[src/rtl/mult_pkg.sv]
// Shared types and operation decode for the RV32M-style pipelined multiplier.
// Signedness and half-selection per operation live here so core and top agree.
package mult_pkg;

  typedef enum logic [1:0] {
    MUL    = 2'd0,
    MULH   = 2'd1,
    MULHSU = 2'd2,
    MULHU  = 2'd3
  } mult_op_e;

  function automatic logic op_a_signed(input mult_op_e op);
    return op != MULHU;
  endfunction

  function automatic logic op_b_signed(input mult_op_e op);
    return (op == MUL) || (op == MULH);
  endfunction

  function automatic logic op_high(input mult_op_e op);
    return op != MUL;
  endfunction

endpackage

[src/rtl/mult_core.sv]
// Data-only signed (WIDTH+1)x(WIDTH+1) multiplier with LATENCY-1 register stages.
// Operand registers, then LATENCY-2 product registers, so synthesis can retime into DSP blocks.
module mult_core #(
  parameter int WIDTH   = 32,
  parameter int LATENCY = 3
) (
  input  logic                    clk,
  input  logic                    i_ce,
  input  logic signed [WIDTH:0]   i_a,
  input  logic signed [WIDTH:0]   i_b,
  output logic signed [2*WIDTH+1:0] o_prod
);

  localparam int PW = 2*WIDTH + 2;

  logic signed [WIDTH:0] r_a;
  logic signed [WIDTH:0] r_b;
  logic signed [PW-1:0]  w_prod;

  // NOTE: pure datapath registers carry no reset; validity is tracked by the owner of the pipeline.
  always_ff @(posedge clk) begin
    if (i_ce) begin
      r_a <= i_a;
      r_b <= i_b;
    end
  end

  assign w_prod = r_a * r_b;

  generate
    if (LATENCY == 2) begin : g_comb_out
      assign o_prod = w_prod;
    end else begin : g_pipe
      logic signed [PW-1:0] r_p [LATENCY-2];

      always_ff @(posedge clk) begin
        if (i_ce) begin
          r_p[0] <= w_prod;
          for (int i = 1; i < LATENCY-2; i++) begin
            r_p[i] <= r_p[i-1];
          end
        end
      end

      assign o_prod = r_p[LATENCY-3];
    end
  endgenerate

endmodule

[src/rtl/mult_unit.sv]
// Pipelined RV32M multiply unit: valid/op/tag chain, stall and flush control around mult_core,
// and the registered product-half select that forms the final stage.
module mult_unit
  import mult_pkg::*;
#(
  parameter int WIDTH   = 32,
  parameter int LATENCY = 3,
  parameter int TAG_W   = 5
) (
  input  logic             clk,
  input  logic             reset,
  input  logic             in_valid,
  output logic             in_ready,
  input  logic [1:0]       in_op,
  input  logic [WIDTH-1:0] in_a,
  input  logic [WIDTH-1:0] in_b,
  input  logic [TAG_W-1:0] in_tag,
  input  logic             flush,
  output logic             out_valid,
  input  logic             out_ready,
  output logic [WIDTH-1:0] out_result,
  output logic [TAG_W-1:0] out_tag
);

  localparam int PW = 2*WIDTH + 2;

  logic                  w_stall;
  logic                  w_accept;
  mult_op_e              w_op;
  logic signed [WIDTH:0] w_a;
  logic signed [WIDTH:0] w_b;
  logic signed [PW-1:0]  w_prod;
  logic                  w_unused_prod;

  logic [LATENCY-1:0] r_vld;
  mult_op_e           r_op  [LATENCY-1];
  logic [TAG_W-1:0]   r_tag [LATENCY-1];
  logic [WIDTH-1:0]   r_result;
  logic [TAG_W-1:0]   r_out_tag;

  assign w_op     = mult_op_e'(in_op);
  assign w_stall  = out_valid && !out_ready;
  assign in_ready = !reset && !w_stall;
  assign w_accept = in_valid && in_ready && !flush;

  assign w_a = {op_a_signed(w_op) & in_a[WIDTH-1], in_a};
  assign w_b = {op_b_signed(w_op) & in_b[WIDTH-1], in_b};

  mult_core #(
    .WIDTH  (WIDTH),
    .LATENCY(LATENCY)
  ) u_core (
    .clk   (clk),
    .i_ce  (!w_stall),
    .i_a   (w_a),
    .i_b   (w_b),
    .o_prod(w_prod)
  );

  // The two extension bits above 2*WIDTH are discarded by the truncation.
  assign w_unused_prod = ^w_prod[PW-1:2*WIDTH];

  // NOTE: sequential state always uses non-blocking assignment so every stage samples pre-edge values.
  always_ff @(posedge clk or posedge reset) begin
    if (reset) begin
      r_vld <= '0;
    end else if (flush) begin
      r_vld <= '0;
    end else if (!w_stall) begin
      r_vld <= {r_vld[LATENCY-2:0], w_accept};
    end
  end

  always_ff @(posedge clk) begin
    if (!w_stall) begin
      r_op[0]  <= w_op;
      r_tag[0] <= in_tag;
      for (int i = 1; i < LATENCY-1; i++) begin
        r_op[i]  <= r_op[i-1];
        r_tag[i] <= r_tag[i-1];
      end
    end
  end

  always_ff @(posedge clk or posedge reset) begin
    if (reset) begin
      r_result  <= '0;
      r_out_tag <= '0;
    end else if (!w_stall) begin
      r_result  <= op_high(r_op[LATENCY-2]) ? w_prod[2*WIDTH-1:WIDTH] : w_prod[WIDTH-1:0];
      r_out_tag <= r_tag[LATENCY-2];
    end
  end

  assign out_valid  = r_vld[LATENCY-1];
  assign out_result = r_result;
  assign out_tag    = r_out_tag;

endmodule

[config.mk]
export PLATFORM = sky130hd
export DESIGN_NAME = mult_unit
export DESIGN_NICKNAME = d
export VERILOG_FILES = /design/src/rtl/mult_pkg.sv /design/src/rtl/mult_core.sv /design/src/rtl/mult_unit.sv
export SDC_FILE = /design/constraint.sdc
export NUM_CORES = 2
export LEC_CHECK = 0
export ABC_CLOCK_PERIOD_IN_PS = 12300
export BUFFER_PORTS_ARGS = -buffer_cell sky130_fd_sc_hd__buf_2
export CAP_MARGIN = 20
export CELL_PAD_IN_SITES_DETAIL_PLACEMENT = 1
export CELL_PAD_IN_SITES_GLOBAL_PLACEMENT = 1
export CORE_ASPECT_RATIO = 1.75
export CORE_MARGIN = 5
export CORE_UTILIZATION = 55
export CTS_CLUSTER_SIZE = 16
export DETAILED_ROUTE_END_ITERATION = 10
export PLACE_DENSITY_LB_ADDON = 0.2
export SYNTH_ARGS = -nofsm -noshare
export SYNTH_HDL_FRONTEND = slang
export SYNTH_HIERARCHICAL = 1
export SYNTH_SLANG_ARGS = --single-unit
[constraint.sdc]
create_clock -name clk -period 12.3 [get_ports clk]
set_input_delay 1.845 -clock clk [delete_from_list [all_inputs] [get_ports clk]]
set_output_delay 1.845 -clock clk [all_outputs]
set_load 0.05 [all_outputs]
Word level (Yosys, flattened, before mapping):

Memory sizes are Yosys's and may differ from the RTL's. A register that Yosys moved wholly into a read port is not among the register bits.
Cells that the tools add are included.

* bits in latches: 0
* register bits: 101
* memories kept: 3
* input port bits: 76
* RAM bits: 80
* bits in read-only memories: 0
* word-level logic and storage cells: 29
* output and inout port bits: 39

* shift operators: 0
* $add $sub $neg: 0
* bitwise logic cells: 2
* divide/modulo/power cells: 0
* equal/unequal tests: 3
* $mul: 1
* reduce and logical (&&, ||, !) cells: 12
* multiplexer cells: 4
* $lt $le $gt $ge: 0

Memory list
* u_core.g_pipe.r_p: depth 1, bits a word 66, rd ports 1, clocked after Yosys merged registers in 0, wr ports 1, RTL line mult_core.sv:34 `logic signed [PW-1:0] r_p [LATENCY-2];`
* r_tag: depth 2, bits a word 5, rd ports 2, clocked after Yosys merged registers in 1, wr ports 2, RTL line mult_unit.sv:37 `logic [TAG_W-1:0] r_tag [LATENCY-1];`
* r_op: depth 2, bits a word 2, rd ports 2, clocked after Yosys merged registers in 0, wr ports 2, RTL line mult_unit.sv:36 `mult_op_e r_op [LATENCY-1];`

Operators by type and width (number)
* $mul A33 B33 Y66: 1
* $mux W32: 1
* $mux W3: 2
* $logic_not A1 Y1: 5
* $logic_and A1 B1 Y1: 4
* $ne A2 B2 Y1 const B: 2
* $and A1 B1 Y1: 2
* $eq A2 B1 Y1 const B: 1
* $logic_not A2 Y1: 1
* $reduce_bool A2 Y1: 1
* $logic_or A1 B1 Y1: 1
* $mux W1: 1

Depth between registers and ports, before layout:

* depth in word-level cells: 8
* mapped depth: 27
* mapped depth without buffers: 26

Modules after synthesis:

The synthesis kept the hierarchy.

By module, submodules not included
* mult_core: sequential area each 3963.8 um2, area each 43081.3 um2, times used 1, cells each 4387
* mult_unit: sequential area each 1421.4 um2, area each 2254.7 um2, times used 1, cells each 191

Worst setup path after synthesis:

Ideal clock, no wire load.

* path type: reg-to-reg
* start: reg u_core.r_a[32]
* end: mem u_core/g_pipe.r_p[0][59] (netlist bit), data pin
* slack: 4.423 ns
* arrival: 7.609 ns
* required time: 12.033 ns
* buffers on the path: 2
* setup time: 0.267 ns
* cell stages (with the launch flop): 23
* path through: edfxtp_1 -> clkbuf_1 -> nand2_1 -> inv_1 -> fa_1 -> fa_1 -> fa_1 -> fa_1 -> fa_1 -> fa_1 -> fa_1 -> inv_1 -> fa_1 -> inv_1 -> ha_1 -> buf_1 -> nand2_1 -> or2_4 -> or4_1 -> a21oi_1 -> nor4b_1 -> nor4_1 -> mux2i_1

* word-level cells in the longest chain between the ends: 1

RTL lines
* from (decl): RTL line mult_core.sv:16 `logic signed [WIDTH:0] r_a;`
* from (signal assigned): RTL line mult_core.sv:23 `r_a <= i_a;`
* $mul A33 B33 Y66: RTL line mult_core.sv:28 `assign w_prod = r_a * r_b;`
* net u_core.w_prod[59]: RTL line mult_core.sv:18 `logic signed [PW-1:0] w_prod;`
* to (decl): RTL line mult_core.sv:34

The timed path passes the listed nets, and every way through them passes these cells.

Worst setup path in the final report:

* start: reg u_core.r_b[0]
* end: mem u_core/g_pipe.r_p[0][59] (netlist bit), data pin

* word-level cells in the longest chain between the ends: 1

RTL lines
* from (decl): RTL line mult_core.sv:17 `logic signed [WIDTH:0] r_b;`
* from (signal assigned): RTL line mult_core.sv:24 `r_b <= i_b;`
* $mul A33 B33 Y66: RTL line mult_core.sv:28
* net u_core.w_prod[59]: RTL line mult_core.sv:18

The timed path passes the listed nets, and every way through them passes these cells.

==> impl_metrics.yaml <==
global_route:
  grt_usage_pct: 34.5
  grt-ovfl-total: 0
  antenna_found_initial: 2
  grt_pass1_wl_um: 222000
  grt_max_degree: 79
  grt_pass1_vias: 39000
clock_network:
  clock-sinks: 184
  post_cts_buffers: 0
  path_clk_slew_ns: 0.09
  cts_hold_buf: 0
  clk_latency_ns: 0.54
  clock-root-buffer: "clkbuf_16"
  cts_buffers: 17
  clockBufferDepth: 2
  cts_tree: "done"
  ctsResizeCount: 0
  htreeDepth: 4
sta:
  finalMaxSlewViolations: 0
  tns_ns: 0
  rsz0062_at_grt: "no"
  skew_ns: 0.0351
  timing.fmax_mhz: 111
  final-setup-viol-count: 0
  post-route-min-period_ns: 8.98
  fin_ws_ns: 3.32
  worstMarginPinSlew_ns: 1.08
  slew_headroom_pct: 28.0
  period_share_pct: 73.0
  hold_viol: 0
floorplanning:
  die_y_um: 387
  die_x_um: 226
  start_util_pct: 55.4
  io_pins: 115
  rows: 138
  core_area_um2: 80800
  dieArea_um2: 87400
route:
  first_pass_iters: 5
  ant_nets: 0
  routed_wirelength_um: 146000
  first_iter_violations: 1532
  wl_per_cell_um: 26.4
  vias: 31900
  route.detailed.vias_per_inst: 5.74
  drc: 0
final_layout:
  final_common_cell: "fa_1"
  synthToLayoutAreaGrowth_pct: 4.86
  drive_above_1_share_pct: 5.24
  layout_common_cells: "fa_1 (1136), inv_1 (1127), nand2_1 (599)"
  nets: 5921
  diodes: 0
  fillers: 9068
worst_hold_path:
  hold_class: "reg2reg"
worst_setup_path:
  critPathArrivalTime_ns: 9.36
  critPathMostFrequentCell: "fa_1"
  crit_chain: "nand2_1, inv_1, fa_1, fa_1, fa_1, fa_1, fa_1, fa_1, fa_1, inv_1, fa_1, inv_1, ha_1, nand2_1, or2_4, or4_1, a21oi_1, nor4b_1, nor4_1, mux2i_1"
  cp-start-kind: "flip-flop"
  endpoint_kind: "flip-flop"
  worstPathRequired_ns: 12.68
  critPathBufInv: 3
  crit_path_max_incr_delay_ns: 1.23
  criticalPathCategory: "reg2reg"
  crit_family: "adder cells"
  cpMaxStageDelayCell: "fa_1"
  cp_max_fo: 33
yosys:
  yosys_warnings: 6
  syn_area_per_cell_um2: 9.91
  synth_cells: 4519
  syn_nets: 5945
  syn_area_um2: 44800
placement:
  gp_congestion: 0.934
  portBuffers: 114
  place_ws_ns: 3.33
  dp_hpwl_um: 119000
run:
  cap_violations: 0
run_status:
  status: "completed"
[final cells by class]
type                       instances  area [µm²]  share of cell area, %
inverter                        1128        4240                   9.03
clock buffer                      17         425                  0.906
clock inverter                    15         219                  0.466
sequential                       184        5330                   11.3
timing repair buffer             184        1120                   2.38
multi-input combinational       2980       34300                   73.1
tap                             1050        1310                   2.80
[state kept, by name (all words and copies together) (netlist names)]
register,count
r_op,4
out_result,32
u_core/g_pipe.r_p,64
u_core/r_a,33
u_core/r_b,33
out_tag,5
r_tag,10
r_vld,3
[path summary, 6_finish.rpt]
check	startpoint	to	slack [ns]	cells past startpoint
worst max-delay path	u_core/r_b[0]$_DFFE_PP_	u_core/g_pipe.r_p[0][59]$_DFFE_PP_	3.32	20
worst min-delay path	r_op[0][0]$_DFFE_PP_	r_op[0][2]$_DFFE_PP_	0.43	0
worst max register to register	u_core/r_b[0]$_DFFE_PP_	u_core/g_pipe.r_p[0][59]$_DFFE_PP_	3.32	20
worst min register to register	r_op[0][0]$_DFFE_PP_	r_op[0][2]$_DFFE_PP_	0.43	0
max in group asynchronous	reset	out_result[22]$_DFFE_PP0P_	10.44	3
min in group asynchronous	reset	out_tag[3]$_DFFE_PP0P_	1.47	3
[worst register-to-register path, cell delays in order (launching register included)]
cell	delay (ns)
edfxtp_1	1.05
nand2_1	0.23
inv_1	0.19
fa_1	0.51
fa_1	0.63
fa_1	0.67
fa_1	1.23
fa_1	0.59
fa_1	0.51
fa_1	0.49
inv_1	0.05
fa_1	0.47
inv_1	0.04
ha_1	0.40
nand2_1	0.13
or2_4	0.28
or4_1	0.47
a21oi_1	0.22
nor4b_1	0.11
nor4_1	0.33
mux2i_1	0.24
[routing by layer]
layer  GRT usage [%]  vias to the layer above  share of wire (%)
li1                -                    13000                  -
met3            4.84                      783                3.7
met1            31.1                    16900                 29
met4            33.0                        2                 12
met5               0                        -             0.0048
met2            63.5                     1234                 55
[stage by stage]
stage                     instances  cell area (µm²)  hold WS, ns  utilization (%)
after floorplan                4519            44800        0.400                -
after global placement         5525            46300        0.403             57.3
after detailed placement       5525            46300        0.416             57.3
after CTS                      5557            46900        0.437             58.1
after global routing           5558            46900        0.440             58.1
final                          5558            46900        0.432             58.1
Power is not shown: default switching activity piles up to over one toggle a cycle in this logic, so the estimate is an artifact.
